## config.mk

```make
export PLATFORM = sky130hd
export DESIGN_NAME = rx_fifo_ctrl
export DESIGN_NICKNAME = d
export VERILOG_FILES = /design/src/rtl/rx_fifo_ctrl.sv
export SDC_FILE = /design/constraint.sdc
export NUM_CORES = 1
export LEC_CHECK = 0
export CELL_PAD_IN_SITES_DETAIL_PLACEMENT = 0
export CELL_PAD_IN_SITES_GLOBAL_PLACEMENT = 2
export CORE_ASPECT_RATIO = 0.6
export CORE_MARGIN = 2
export CORE_UTILIZATION = 25
export DETAILED_ROUTE_END_ITERATION = 16
export PLACE_DENSITY = 0.69
export SKIP_CTS_REPAIR_TIMING = 1
export SLEW_MARGIN = 20
export SYNTH_ARGS = -nofsm -noshare
export SYNTH_HDL_FRONTEND = slang
export SYNTH_SLANG_ARGS = --single-unit
```

## constraint.sdc

```tcl
create_clock -name clk -period 5.7 [get_ports clk]
set_input_delay 1.71 -clock clk [delete_from_list [all_inputs] [get_ports clk]]
set_output_delay 1.71 -clock clk [all_outputs]
set_load 0.05 [all_outputs]
```

## src/rtl/rx_fifo_ctrl.sv

```systemverilog
// -----------------------------------------------------------------------------
// rx_fifo_ctrl
//
// Controller for the receive FIFO. The FIFO is a FIFO18E1 in synchronous mode,
// 36 bits wide, non-FWFT, with its output register enabled.
//   - Runs the FIFO's reset pulse and the recovery window that must follow it.
//   - Gates writes from the receive path against almost_full.
//   - Converts the FIFO's registered read (READ_LAT cycles) into a valid/ready
//     stream. A small output buffer gives credit to reads that are still in
//     flight, so a stalled consumer never loses a word.
//
// Parameters
//   DATA_W      data width
//   RST_CYCLES  cycles fifo_rst is held high in each reset sequence (>= 1)
//   RST_WAIT    idle cycles after fifo_rst falls, before any access (>= 1)
//   READ_LAT    cycles from fifo_re to valid fifo_dout (>= 1)
//   BUF_DEPTH   output buffer entries; must be >= READ_LAT + 2
//
// Ports
//   clk, rst_n                   clock; asynchronous active-low reset
//   flush                        request to empty the FIFO and buffer (RUN only)
//   s_valid, s_data, s_ready     write-side stream from the receive path
//   m_valid, m_data, m_ready     read-side stream to the core
//   fifo_rst, fifo_we, fifo_din  FIFO reset and write controls
//   fifo_re                      FIFO read enable
//   fifo_dout, fifo_empty,       FIFO read data and status
//   fifo_almost_full
//   busy                         high whenever the controller is not in RUN
// -----------------------------------------------------------------------------
module rx_fifo_ctrl #(
    parameter int DATA_W     = 32,
    parameter int RST_CYCLES = 5,
    parameter int RST_WAIT   = 5,
    parameter int READ_LAT   = 2,
    parameter int BUF_DEPTH  = 4
) (
    input  logic              clk,
    input  logic              rst_n,
    input  logic              flush,
    input  logic              s_valid,
    input  logic [DATA_W-1:0] s_data,
    output logic              s_ready,
    output logic              m_valid,
    output logic [DATA_W-1:0] m_data,
    input  logic              m_ready,
    output logic              fifo_rst,
    output logic              fifo_we,
    output logic [DATA_W-1:0] fifo_din,
    output logic              fifo_re,
    input  logic [DATA_W-1:0] fifo_dout,
    input  logic              fifo_empty,
    input  logic              fifo_almost_full,
    output logic              busy
);

    localparam int CNT_MAX = (RST_CYCLES > RST_WAIT) ? RST_CYCLES : RST_WAIT;
    localparam int CNT_W   = $clog2(CNT_MAX + 1);
    localparam int PTR_W   = (BUF_DEPTH > 1) ? $clog2(BUF_DEPTH) : 1;
    localparam int FILL_W  = $clog2(BUF_DEPTH + 1);
    localparam int OCC_W   = $clog2(BUF_DEPTH + READ_LAT + 1);

    localparam logic [CNT_W-1:0] RST_LOAD  = CNT_W'(RST_CYCLES - 1);
    localparam logic [CNT_W-1:0] WAIT_LOAD = CNT_W'(RST_WAIT - 1);

    typedef enum logic [1:0] {
        ST_RST_ASSERT,
        ST_RST_WAIT,
        ST_RUN
    } state_t;

    state_t            state, state_nxt;
    logic [CNT_W-1:0]  cnt, cnt_nxt;
    logic              in_run;
    logic              flush_take;

    logic [READ_LAT-1:0] flight;     // one bit per read still inside the FIFO
    logic [OCC_W-1:0]    inflight;
    logic [FILL_W-1:0]   count;
    logic [PTR_W-1:0]    wptr, rptr;
    logic [DATA_W-1:0]   buf_mem [BUF_DEPTH];
    logic                push, pop;

    function automatic logic [PTR_W-1:0] ptr_inc(input logic [PTR_W-1:0] p);
        return (p == PTR_W'(BUF_DEPTH - 1)) ? '0 : p + PTR_W'(1);
    endfunction

    // ---------------- sequencing FSM ----------------
    always_ff @(posedge clk or negedge rst_n) begin
        // NOTE: state registers use non-blocking assignment, so every flop samples pre-edge values regardless of process order.
        if (!rst_n) begin
            state <= ST_RST_ASSERT;
            cnt   <= RST_LOAD;
        end else begin
            state <= state_nxt;
            cnt   <= cnt_nxt;
        end
    end

    always_comb begin
        // NOTE: each signal driven here gets a default first, so no path leaves it unassigned and no latch is inferred.
        state_nxt  = state;
        cnt_nxt    = cnt;
        flush_take = 1'b0;
        in_run     = 1'b0;
        fifo_rst   = 1'b0;
        case (state)
            ST_RST_ASSERT: begin
                fifo_rst = 1'b1;
                if (cnt == '0) begin
                    state_nxt = ST_RST_WAIT;
                    cnt_nxt   = WAIT_LOAD;
                end else begin
                    cnt_nxt = cnt - CNT_W'(1);
                end
            end
            ST_RST_WAIT: begin
                if (cnt == '0) begin
                    state_nxt = ST_RUN;
                    cnt_nxt   = '0;
                end else begin
                    cnt_nxt = cnt - CNT_W'(1);
                end
            end
            ST_RUN: begin
                in_run = 1'b1;
                if (flush) begin
                    state_nxt  = ST_RST_ASSERT;
                    cnt_nxt    = RST_LOAD;
                    flush_take = 1'b1;
                end
            end
            default: begin
                state_nxt = ST_RST_ASSERT;
                cnt_nxt   = RST_LOAD;
            end
        endcase
    end

    assign busy = !in_run;

    // ---------------- write path ----------------
    assign s_ready  = in_run && !fifo_almost_full;
    assign fifo_we  = s_valid && s_ready;
    assign fifo_din = s_data;

    // ---------------- read issue ----------------
    // A read is issued only when the buffer can hold its word along with every
    // word already in flight, so the registered FIFO output never needs a stall.
    always_comb begin
        inflight = '0;
        for (int i = 0; i < READ_LAT; i++) begin
            inflight = inflight + OCC_W'(flight[i]);
        end
    end

    assign fifo_re = in_run && !fifo_empty
                     && ((OCC_W'(count) + inflight) < OCC_W'(BUF_DEPTH));

    // ---------------- output buffer ----------------
    assign push    = flight[READ_LAT-1];
    assign m_valid = (count != '0);
    assign pop     = m_valid && m_ready;
    assign m_data  = buf_mem[rptr];

    always_ff @(posedge clk or negedge rst_n) begin
        if (!rst_n) begin
            flight <= '0;
            count  <= '0;
            wptr   <= '0;
            rptr   <= '0;
            // NOTE: the buffer is a handful of flops, reset so m_data is defined (zero) out of reset rather than X.
            for (int i = 0; i < BUF_DEPTH; i++) begin
                buf_mem[i] <= '0;
            end
        end else if (flush_take) begin
            // Reads still in flight are dropped; a pop this cycle has already
            // completed at the interface, so clearing the count is enough.
            flight <= '0;
            count  <= '0;
            wptr   <= '0;
            rptr   <= '0;
        end else begin
            flight <= (flight << 1) | READ_LAT'(fifo_re);
            if (push) begin
                buf_mem[wptr] <= fifo_dout;
                wptr          <= ptr_inc(wptr);
            end
            if (pop) begin
                rptr <= ptr_inc(rptr);
            end
            case ({push, pop})
                2'b10:   count <= count + FILL_W'(1);
                2'b01:   count <= count - FILL_W'(1);
                default: count <= count;
            endcase
        end
    end

endmodule

```

==> results of run 1 <==
[area by class of cell]
| cell class | count | area, um^2 | share of cell area |
|---|---|---|---|
| clock buffer | 23 | 488 | 0.0594 |
| clock inverter | 9 | 85.1 | 0.0104 |
| inverter | 6 | 22.5 | 0.00274 |
| multi-input combinational | 226 | 2830 | 0.345 |
| sequential | 142 | 3560 | 0.433 |
| tap | 360 | 450 | 0.0549 |
| timing repair buffer | 78 | 777 | 0.0946 |
[metrics by stage]
stage          total power [mW]  std cells   util  instance area (um^2)  worst slack [ps]
6_report                   4.07        844  0.308                  8210               750
3_5_place_dp               3.04        812  0.287                  7640               755
4_1_cts                    4.14        844  0.308                  8210               707
3_3_place_gp               2.97        812  0.287                  7640               699
5_1_grt                    4.30        844  0.308                  8210               622
2_1_floorplan              2.63        429      -                  6840               725
[worst max path at each step]
stage               startpoint    endpoint  slack [ps]  cells past startpoint
finish              fifo_empty     fifo_re         750                      3
global route           rptr[0]  m_data[21]         620                      3
CTS                    rptr[0]  m_data[21]         710                      3
detailed placement  fifo_empty     fifo_re         760                      3
global placement    fifo_empty     fifo_re         700                      3
floorplan           fifo_empty     fifo_re         730                      1
[power breakdown]
part,total (mW),switching [mW],internal (mW)
clock,1.07,0.424,0.645
sequential,1.56,0.281,1.28
combinational,1.44,0.731,0.709
total,4.07,1.44,2.63
[cell usage in the layout (no fill, tap or decap), types with 2 or more instances in the layout]
| master | count |
|---|---|
| inv_1 | 6 |
| clkinvlp_4 | 3 |
| clkinv_2 | 3 |
| nand2_1 | 6 |
| a21boi_0 | 2 |
| and3b_1 | 3 |
| mux4_2 | 32 |
| mux2i_1 | 5 |
| clkinv_4 | 2 |
| buf_4 | 2 |
| nand3_4 | 4 |
| ha_1 | 8 |
| clkdlybuf4s50_1 | 75 |
| clkbuf_8 | 4 |
| o31ai_1 | 2 |
| nand2b_1 | 3 |
| dfrtp_2 | 2 |
| dfrtp_1 | 139 |
| mux2_2 | 98 |
| or3_1 | 4 |
| o21ai_0 | 3 |
| a21oi_1 | 2 |
| clkbuf_16 | 17 |
| clkbuf_1 | 2 |
| nor2_1 | 8 |
| and2_1 | 2 |
| mux2_4 | 30 |
[state kept, by name, summed over array words and instances (netlist names)]
register and flops:
wptr 2, buf_mem 128, state 2, count 3, rptr 2, cnt 3, flight 2
[per-layer routing]
layer | GRT usage | routed length [um]
met1 | 0.146 | 7150
met3 | 0.0408 | 684
met2 | 0.173 | 6900
met4 | 0.0464 | 262
met5 | 0 | 0
[cells by family after synthesis]
logic type	after synthesis	synth area share
XOR/XNOR	2	0.00256
AO/OA/AOI/OAI	15	0.0172
adder cells (fa/ha/maj)	9	0.0176
multiplexers	165	0.340
buffers and inverters	61	0.0669
flip-flops	142	0.519
AND/OR/NAND/NOR	35	0.0366
[worst max-delay path, delay by kind of cell]
| family | cells | cell delay, ps |
|---|---|---|
| buffers and inverters | 2 | 1270 |
| AND/OR/NAND/NOR | 1 | 270 |
==> results_dict.tcl, run 1 <==
set metrics [dict create \
    path_cells "clkdlybuf4s50_1, nor4_1, clkdlybuf4s50_1" \
    critPathMaxFanout 2 \
    drc 0 \
    synth.yosys.warnings 0 \
    skew_ps 8.80 \
    insertion_delay_ps 430 \
    rows 46 \
    r2r_start "flight[1]" \
    hp-start "flight[0]" \
    fillers 2601 \
    fin_crit_sh 0.868 \
    worst_slew_pin_slew_ps 1060 \
    yosysSeqAreaShare 0.519 \
    setup_viol 0 \
    synth_area_leaders "dfrtp_1, mux2_2, mux4_2, mux2_4, buf_4" \
    nNetsFinal 551 \
    crit_path_start_kind "primary input" \
    hold_violations 0 \
    clk_pin_slew_ps 60 \
    syn_inst 429 \
    io_pins 141 \
    worstHoldEndpoint "flight[1]" \
    power.density_nw_per_um2 495 \
    worst_slew_margin_rel 0.291 \
    ys_seq_elements 142 \
    drive_above_1_share 0.421 \
    grt.total_usage 0.113 \
    end_kind "output pin" \
    avgSynthCellArea_um2 16.0 \
    irDropWorstVdd_mv 0.249 \
    drv_slew 0 \
    clock_sinks 142 \
    syn-cell-area_um2 6840 \
    place.gp.congestion 0.710 \
    n_antenna_cell 0 \
    fin_setup_tns_ps 0 \
    hold_depth 1 \
    drtIter0Drc 110 \
    synth_top_area_share 0.516 \
    grt_pass1_vias 4264 \
    initial_core_util 0.257 \
    viasPerCell 4.37 \
    ys_types 37 \
    cp.arrival_ps 3240 \
    grt_first_pass_wirelength_mm 24.4 \
    ys.flop_type "dfrtp_1" \
    status "finished, final reports clean" \
    hp-class "reg -> reg" \
    antenna_found_initial 0 \
    synth_edf_count 0 \
    hold_ws_ps 501 \
    r2r.worst_path.cells 2 \
    wl_per_cell_um 17.8 \
    h-tree-depth 4 \
    clock_path_buffers 2 \
    die_h_um 132 \
    grt_setup_unrepaired "false" \
    dp_hpwl_mm 9.38 \
    syn_to_final_growth_pct 20.0 \
    period_minus_slack_ps 4950 \
    cp_common_cell "clkdlybuf4s50_1" \
    cts-buffers-inserted 17 \
    synth_commonest_cells "dfrtp_1, mux2_2, buf_4, mux4_2, mux2_4" \
    io_buffers 76 \
    syn-num-nets 509 \
    vias 3686 \
    coreArea_um2 26600 \
    cp.required_ps 3990 \
    synthArstFlopShare 1.00 \
    yosysMostFrequentCell "dfrtp_1" \
    yosys.area.top_type "dfrtp_1" \
    dr.pass1.iters 4 \
    slowest_delay_ps 850 \
    slowest_stage "clkdlybuf4s50_1" \
    fmax_mhz 202 \
    grt-ovfl-total 0 \
    r2r_end "buf_mem[48]" \
    crit_type "in -> out" \
    grt_max_degree 104 \
    dieArea_um2 28800 \
    r2r_slack_ps 3450 \
    ant_nets 0 \
    cts-root-buf "clkbuf_16" \
    fp.dieW_um 218 \
    wirelength_mm 15.0 \
    cap_violations 0 \
    p_leak_nw 3.80 \
    tritoncts "yes" \
]
Power figures use the tool's default switching activity.
==> inputs of run 2 (changes only) <==
==> constraint.sdc (replaced) <==
create_clock -name clk -period 5.7 [get_ports clk]
set_input_delay 1.71 -clock clk [delete_from_list [all_inputs] [get_ports clk]]
set_output_delay 1.71 -clock clk [all_outputs]
set_load 0.005 [all_outputs]
==> results_dict.tcl, run 2 (synthesis gave the netlist of run 1 again) <==
set metrics [dict create \
    fin_setup_tns_ps 0 \
    wirelength_mm 15.2 \
    grt-ovfl-total 0 \
    path_cells "clkdlybuf4s50_1, nor4_1, clkdlybuf4s50_1" \
    slowest_delay_ps 560 \
    hold_violations 0 \
    syn_to_final_growth_pct 19.5 \
    drv_slew 0 \
    grtUsageMet1 0.148 \
    clock_sinks 142 \
    fillers 2616 \
    io_pins 141 \
    worst_slew_margin_rel 0.295 \
    grt_max_degree 100 \
    wl_per_cell_um 18.1 \
    status "finished, final reports clean" \
    coreArea_um2 26600 \
    slowest_stage "clkdlybuf4s50_1" \
    antenna_found_initial 0 \
    nNetsFinal 551 \
    place.gp.congestion 0.710 \
    multiInputGateArea_um2 2830 \
    p_leak_nw 3.80 \
    fmax_mhz 214 \
    period_minus_slack_ps 4680 \
    die_h_um 132 \
    clock_path_buffers 2 \
    grt.busiest_layer "met2" \
    final_cell_mix "dfrtp_1, mux2_2, clkdlybuf4s50_1" \
    cp.arrival_ps 2970 \
    io_buffers 76 \
    largest_reg_flops 128 \
    total_power_mw 3.66 \
    viasPerCell 4.37 \
    drive_above_1_share 0.414 \
    dr.pass1.iters 4 \
    use_met3 0.0450 \
    crit_path_start_kind "primary input" \
    cts-root-buf "clkbuf_16" \
    fin_crit_sh 0.820 \
    dieArea_um2 28800 \
    vias 3686 \
    setup_ws_ps 1020 \
    seq_area_um2 3560 \
    end_kind "output pin" \
    reg_top3 "buf_mem: 128 flops, cnt: 3 flops, count: 3 flops" \
    irDropWorstVdd_mv 0.180 \
    power.density_nw_per_um2 447 \
    critPathMaxFanout 2 \
    grt_setup_unrepaired "false" \
    skew_ps 8.56 \
    fp.dieW_um 218 \
    n_antenna_cell 0 \
    grt_pass1_vias 4279 \
    h-tree-depth 4 \
    tritoncts "yes" \
    cts-buffers-inserted 17 \
    layout_commonest_cell "dfrtp_1" \
    grt.total_usage 0.115 \
    insertion_delay_ps 430 \
    rows 46 \
    worst_slew_pin_slew_ps 1060 \
    drtIter0Drc 165 \
    crit_type "in -> out" \
    cap_violations 0 \
    hp-class "reg -> reg" \
    cp_common_cell "clkdlybuf4s50_1" \
    cp.required_ps 3990 \
    ant_nets 0 \
    grt_use_met2 0.175 \
    regMostFlops "buf_mem" \
    clk_pin_slew_ps 60 \
    dp_hpwl_mm 9.21 \
    dp_slack_ps 1030 \
    drc 0 \
    initial_core_util 0.257 \
    grt_first_pass_wirelength_mm 24.8 \
    setup_viol 0 \
]
-- run 2: cell types whose count changed in the layout (fill, tap and decap cells not counted) --
cell / previous run / this run
clkinv_4: 2 / 0
clkbuf_1: 2 / 5
clkinv_2: 3 / 7
bufinv_16: 1 / 2
clkbuf_8: 4 / 0
clkinvlp_4: 3 / 0
-- run 2: layout make-up --
| cell class | count | share of cell area |
|---|---|---|
| clock inverter | 9 | 0.0116 |
| multi-input combinational | 226 | 0.346 |
| clock buffer | 22 | 0.0543 |
| sequential | 142 | 0.435 |
| timing repair buffer | 78 | 0.0950 |
| tap | 360 | 0.0551 |
| inverter | 6 | 0.00275 |
-- run 2: critical path, delay by kind of cell --
family        cells  cell delay [ps]
buf+inv           2              970
simple gates      1              290
-- run 2: power by group --
| group | internal (mW) | switching, mW | total (mW) |
|---|---|---|---|
| Sequential | 1.28 | 0.277 | 1.55 |
| Combinational | 0.708 | 0.339 | 1.05 |
| Clock | 0.635 | 0.421 | 1.06 |
-- run 2: final timing paths --
kind                            slack, ps            to        from  cells past startpoint
worst max-delay path                 1020       fifo_re  fifo_empty                      3
worst min register to register        490     flight[1]   flight[0]                      1
worst max register to register       3410   buf_mem[47]   flight[1]                      2
min in group asynchronous            1390     flight[1]       rst_n                      1
max in group asynchronous            3110  buf_mem[110]       rst_n                      2
worst min-delay path                  490     flight[1]   flight[0]                      1
-- run 2: layer usage --
metal | vias to the layer above | routed length [um] | part of all wire
li1 | 1621 | - | -
met1 | 1972 | 7230 | 0.47
met2 | 71 | 7090 | 0.47
met3 | 22 | 688 | 0.045
met4 | 0 | 219 | 0.014
met5 | - | 0 | 0
-- run 2: metrics by stage --
| stage | utilization | area (um^2) | hold slack (ps) | cells |
|---|---|---|---|---|
| 2_1_floorplan | - | 6840 | 460 | 429 |
| 3_3_place_gp | 0.287 | 7640 | 476 | 812 |
| 3_5_place_dp | 0.287 | 7640 | 487 | 812 |
| 4_1_cts | 0.307 | 8180 | 495 | 843 |
| 5_1_grt | 0.307 | 8180 | 515 | 843 |
| 6_report | 0.307 | 8180 | 487 | 843 |
==> RTL edit 1: new RTL, config.mk and constraints of run 2 <==
Encoding of `state_t`: now one-hot (3 bits for 3 states).
--- a/src/rtl/rx_fifo_ctrl.sv
+++ b/src/rtl/rx_fifo_ctrl.sv
@@ -64,6 +64,6 @@
 
-    typedef enum logic [1:0] {
-        ST_RST_ASSERT,
-        ST_RST_WAIT,
-        ST_RUN
+    typedef enum logic [2:0] {
+        ST_RST_ASSERT = 3'b001,
+        ST_RST_WAIT   = 3'b010,
+        ST_RUN        = 3'b100
     } state_t;
Function: no difference found for any inputs over 10 cycles, from zero or initial values and one cycle with rst_n low; not proved beyond that.
==> RTL edit 1 against run 2 <==
Setup slack gained 0.083 ns; via count grew 0.54%; sequential share of layout area grew 0.64 points; sequential cell count grew 1; largest cell class unchanged; non-clock buffer count grew 5; first-iteration DRC count shrank 6.7%; highest routed layer unchanged; final area shrank 0.72%; critical endpoint unchanged; count of clock-buffer cells in the layout shrank 5; wire length shrank 3.3%; synthesized area shrank 2.1%.
Power is not compared: it rests on default switching activity, and its combinational part moved more than twofold at a synthesized area within 25%.
==> RTL edit 1: results <==
[logic_synthesis]
synthTopCellsByArea = dfrtp_1 53%, mux2_2 20%, mux4_2 11%
yosysSeqAreaShare_pct = 53.5
yosys.cell_types.count = 36

[finish]
drive_gt1_share_pct = 42.0
fin_nets = 558
utilization_pct = 30.8

[placement]
dp.final_hpwl_mm = 9.56
post-place-ws_ns = 1.10
placed_cells = 821
place.gp.congestion = 0.666
dpl_cell_area_mm2 = 0.00754

[worst_setup_path]
worstRegToRegCells = 5
regToRegEndpoint = buf_mem[23]$_DFFE_PN0P_
r2r_setup_slack_ns = 3.58

[global_route]
grt_use_met2_pct = 17.7
grt_pass1_vias = 4229
grt_pass1_wl_mm = 23.8
use_met3_pct = 3.70
grt_usage_pct = 11.3

[outcome]
run_status = completed

[drt]
wl_met3_um = 610
dr.first_iter.drc_count = 154
wl_met1_mm = 7.19
post_drt_wl_per_cell_um = 17.3
vias = 3706
wl_met2_mm = 6.73

[hold_path]
min_from = buf_mem[70]$_DFFE_PN0P_
-- RTL edit 1: changes by cell type in the layout (fill, tap and decap cells not counted), moves of 5 or more --
cell,run 2,this run
buf_4,2,7
clkbuf_1,5,0
mux2_1,0,8
mux2_2,98,121
mux2_4,30,0
nand3_2,0,5
nor2_1,8,16
-- RTL edit 1: final cells by class --
cell class / instances / area share [%]
Clock buffer: 17 / 5.24
Clock inverter: 15 / 1.80
Tap cell: 360 / 5.55
Multi-Input combinational cell: 230 / 33.0
Timing Repair Buffer: 83 / 10.1
Sequential cell: 143 / 44.1
Inverter: 5 / 0.231
-- RTL edit 1: cell families after synthesis --
logic type / count (synthesis) / share of synthesized area (%)
muxes: 165 / 33.1
DFF: 143 / 53.5
buffers and inverters: 59 / 6.56
and+or+nand+nor: 41 / 3.51
AOI/OAI and AO/OA: 14 / 1.59
adders and majority gates: 7 / 1.42
xor gates and xnor gates: 3 / 0.392
==> RTL edit 2: new RTL, flow settings as in run 2 <==
Without the edit above. Set the parameter `RST_WAIT` to 4 (it was 5).
--- a/src/rtl/rx_fifo_ctrl.sv
+++ b/src/rtl/rx_fifo_ctrl.sv
@@ -32,3 +32,3 @@
     parameter int RST_CYCLES = 5,
-    parameter int RST_WAIT   = 5,
+    parameter int RST_WAIT   = 4,
     parameter int READ_LAT   = 2,
Function: changed (a bounded check fails within 10 cycles, from zero or initial values and one cycle with rst_n low).
==> RTL edit 2 against run 2 <==
Total power fell by 2.5%; wire length rose by 2.6%; largest power group unchanged; first-iteration DRC count fell by 19%; sequential power fell by 3%; die area rose by 1.1%; combinational power fell by 11%; synthesized area rose by 1.1%; global-route usage rose by 0.069 points; final area rose by 1.8%; setup slack improved by 0.078 ns; clock power rose by 7%; sequential cell count did not move; utilization fell by 0.30 points.
==> RTL edit 2: results <==
[clock_tree]
clock_path_buffers = 2
clkTransAtPathRegs_ns = 0.06
ctsHtreeMaxLevel = 4
numCtsBuffers = 17
cts-root-buf = clkbuf_16
clkLatencyLatePin_ns = 0.42

[timing]
fin_skew_ns = 0.00826
setup_ws_ns = 1.10
worstMarginPinSlew_ns = 1.03

[global_route]
antenna_found_initial = 0
grt_pass1_vias = 4388
grt_usage_pct = 11.5
grt_pass1_wl_mm = 25.3
grt_max_degree = 110

[hold_path]
min_to = buf_mem[108]$_DFFE_PN0P_
min_path_cells = 1
min_from = buf_mem[108]$_DFFE_PN0P_
hold_path.class = flip-flop to flip-flop

[logic_synthesis]
synth_async_sr_flop_share_pct = 100
yosysSeqAreaShare_pct = 51.4
synthFlopType = dfrtp_1
synth_fp_nets = 510
synthTopCellsByArea = dfrtp_1 51%, mux2_4 13%, mux2_2 11%
synth_commonest_cells = 141 x dfrtp_1, 68 x mux2_2, 60 x mux2_4
yosys.cell_types.count = 40

[drt]
dr.first_iter.drc_count = 134
drt_pass1_iterations = 4
post_drt_wl_per_cell_um = 18.3
vias = 3781

[worst_setup_path]
crit_path_max_incr_delay_ns = 0.50
cp-startpoint = fifo_almost_full
critPathTopFamily = buffers and inverters
worstRegToRegCells = 5
cp_max_fo = 2
cp.arrival_ns = 2.89
r2r_start = count[0]$_DFFE_PN0P_
r2r_setup_slack_ns = 3.11
endpoint = fifo_we
regToRegEndpoint = count[1]$_DFFE_PN0P_

[power]
peakVddDrop_mv = 0.189
power_leakage_nw = 3.73

[outcome]
run_status = completed

[finish]
fin_nets = 553
top_regs = buf_mem (128), cnt (3), count (3)
drive_gt1_share_pct = 42.8

[placement]
dp.final_hpwl_mm = 9.94
place.gp.congestion = 0.678
[RTL edit 2: cell types whose count changed in the layout (fill, tap and decap cells not counted), sizes merged, moves of 3 or more]
cell	delta
and3	+4
buf	+3
clkinv	-4
clkinvlp	+5
nor2	+4
o21ai	+4
[RTL edit 2: layout make-up]
class / instances / area [um2]
sequential: 142 / 3560
tap: 367 / 459
timing repair buffer: 82 / 810
multi-input combinational: 229 / 2890
inverter: 3 / 11.3
clock buffer: 20 / 467
fill: 2716 / 19100
clock inverter: 12 / 134
[RTL edit 2: metal layers]
metal / global-route usage (%) / share of wire, %
met1: 15.4 / 49
met2: 18.2 / 47
met3: 3.52 / 3.3
met4: 2.97 / 0.88
met5: 0 / 0
[RTL edit 2: report_power, final]
part           internal [mW]  switching, mW
combinational          0.638          0.292
sequential              1.24          0.271
clock                  0.681          0.447
total                   2.56           1.01
[RTL edit 2: stage by stage]
stage          power [mW]  instances  cell area, um2  hold slack [ns]  util, %
4_1_cts              3.64        855            8320            0.507     30.4
2_1_floorplan        2.05        432            6920            0.460        -
3_5_place_dp         2.48        823            7720            0.491     28.2
3_3_place_gp         2.42        823            7720            0.482     28.2
6_report             3.56        855            8330            0.502     30.4
5_1_grt              3.78        855            8330            0.523     30.4
[RTL edit 2: cells by family (layout without fill, tap and decap cells)]
family,after synthesis,in the layout,synth area share (%)
and+or+nand+nor,36,36,2.91
buffers and inverters,61,117,7.02
adders and majority gates,7,7,1.37
muxes,163,163,34.9
xor gates and xnor gates,3,3,0.380
AOI/OAI and AO/OA,20,20,1.97
DFF,142,142,51.4
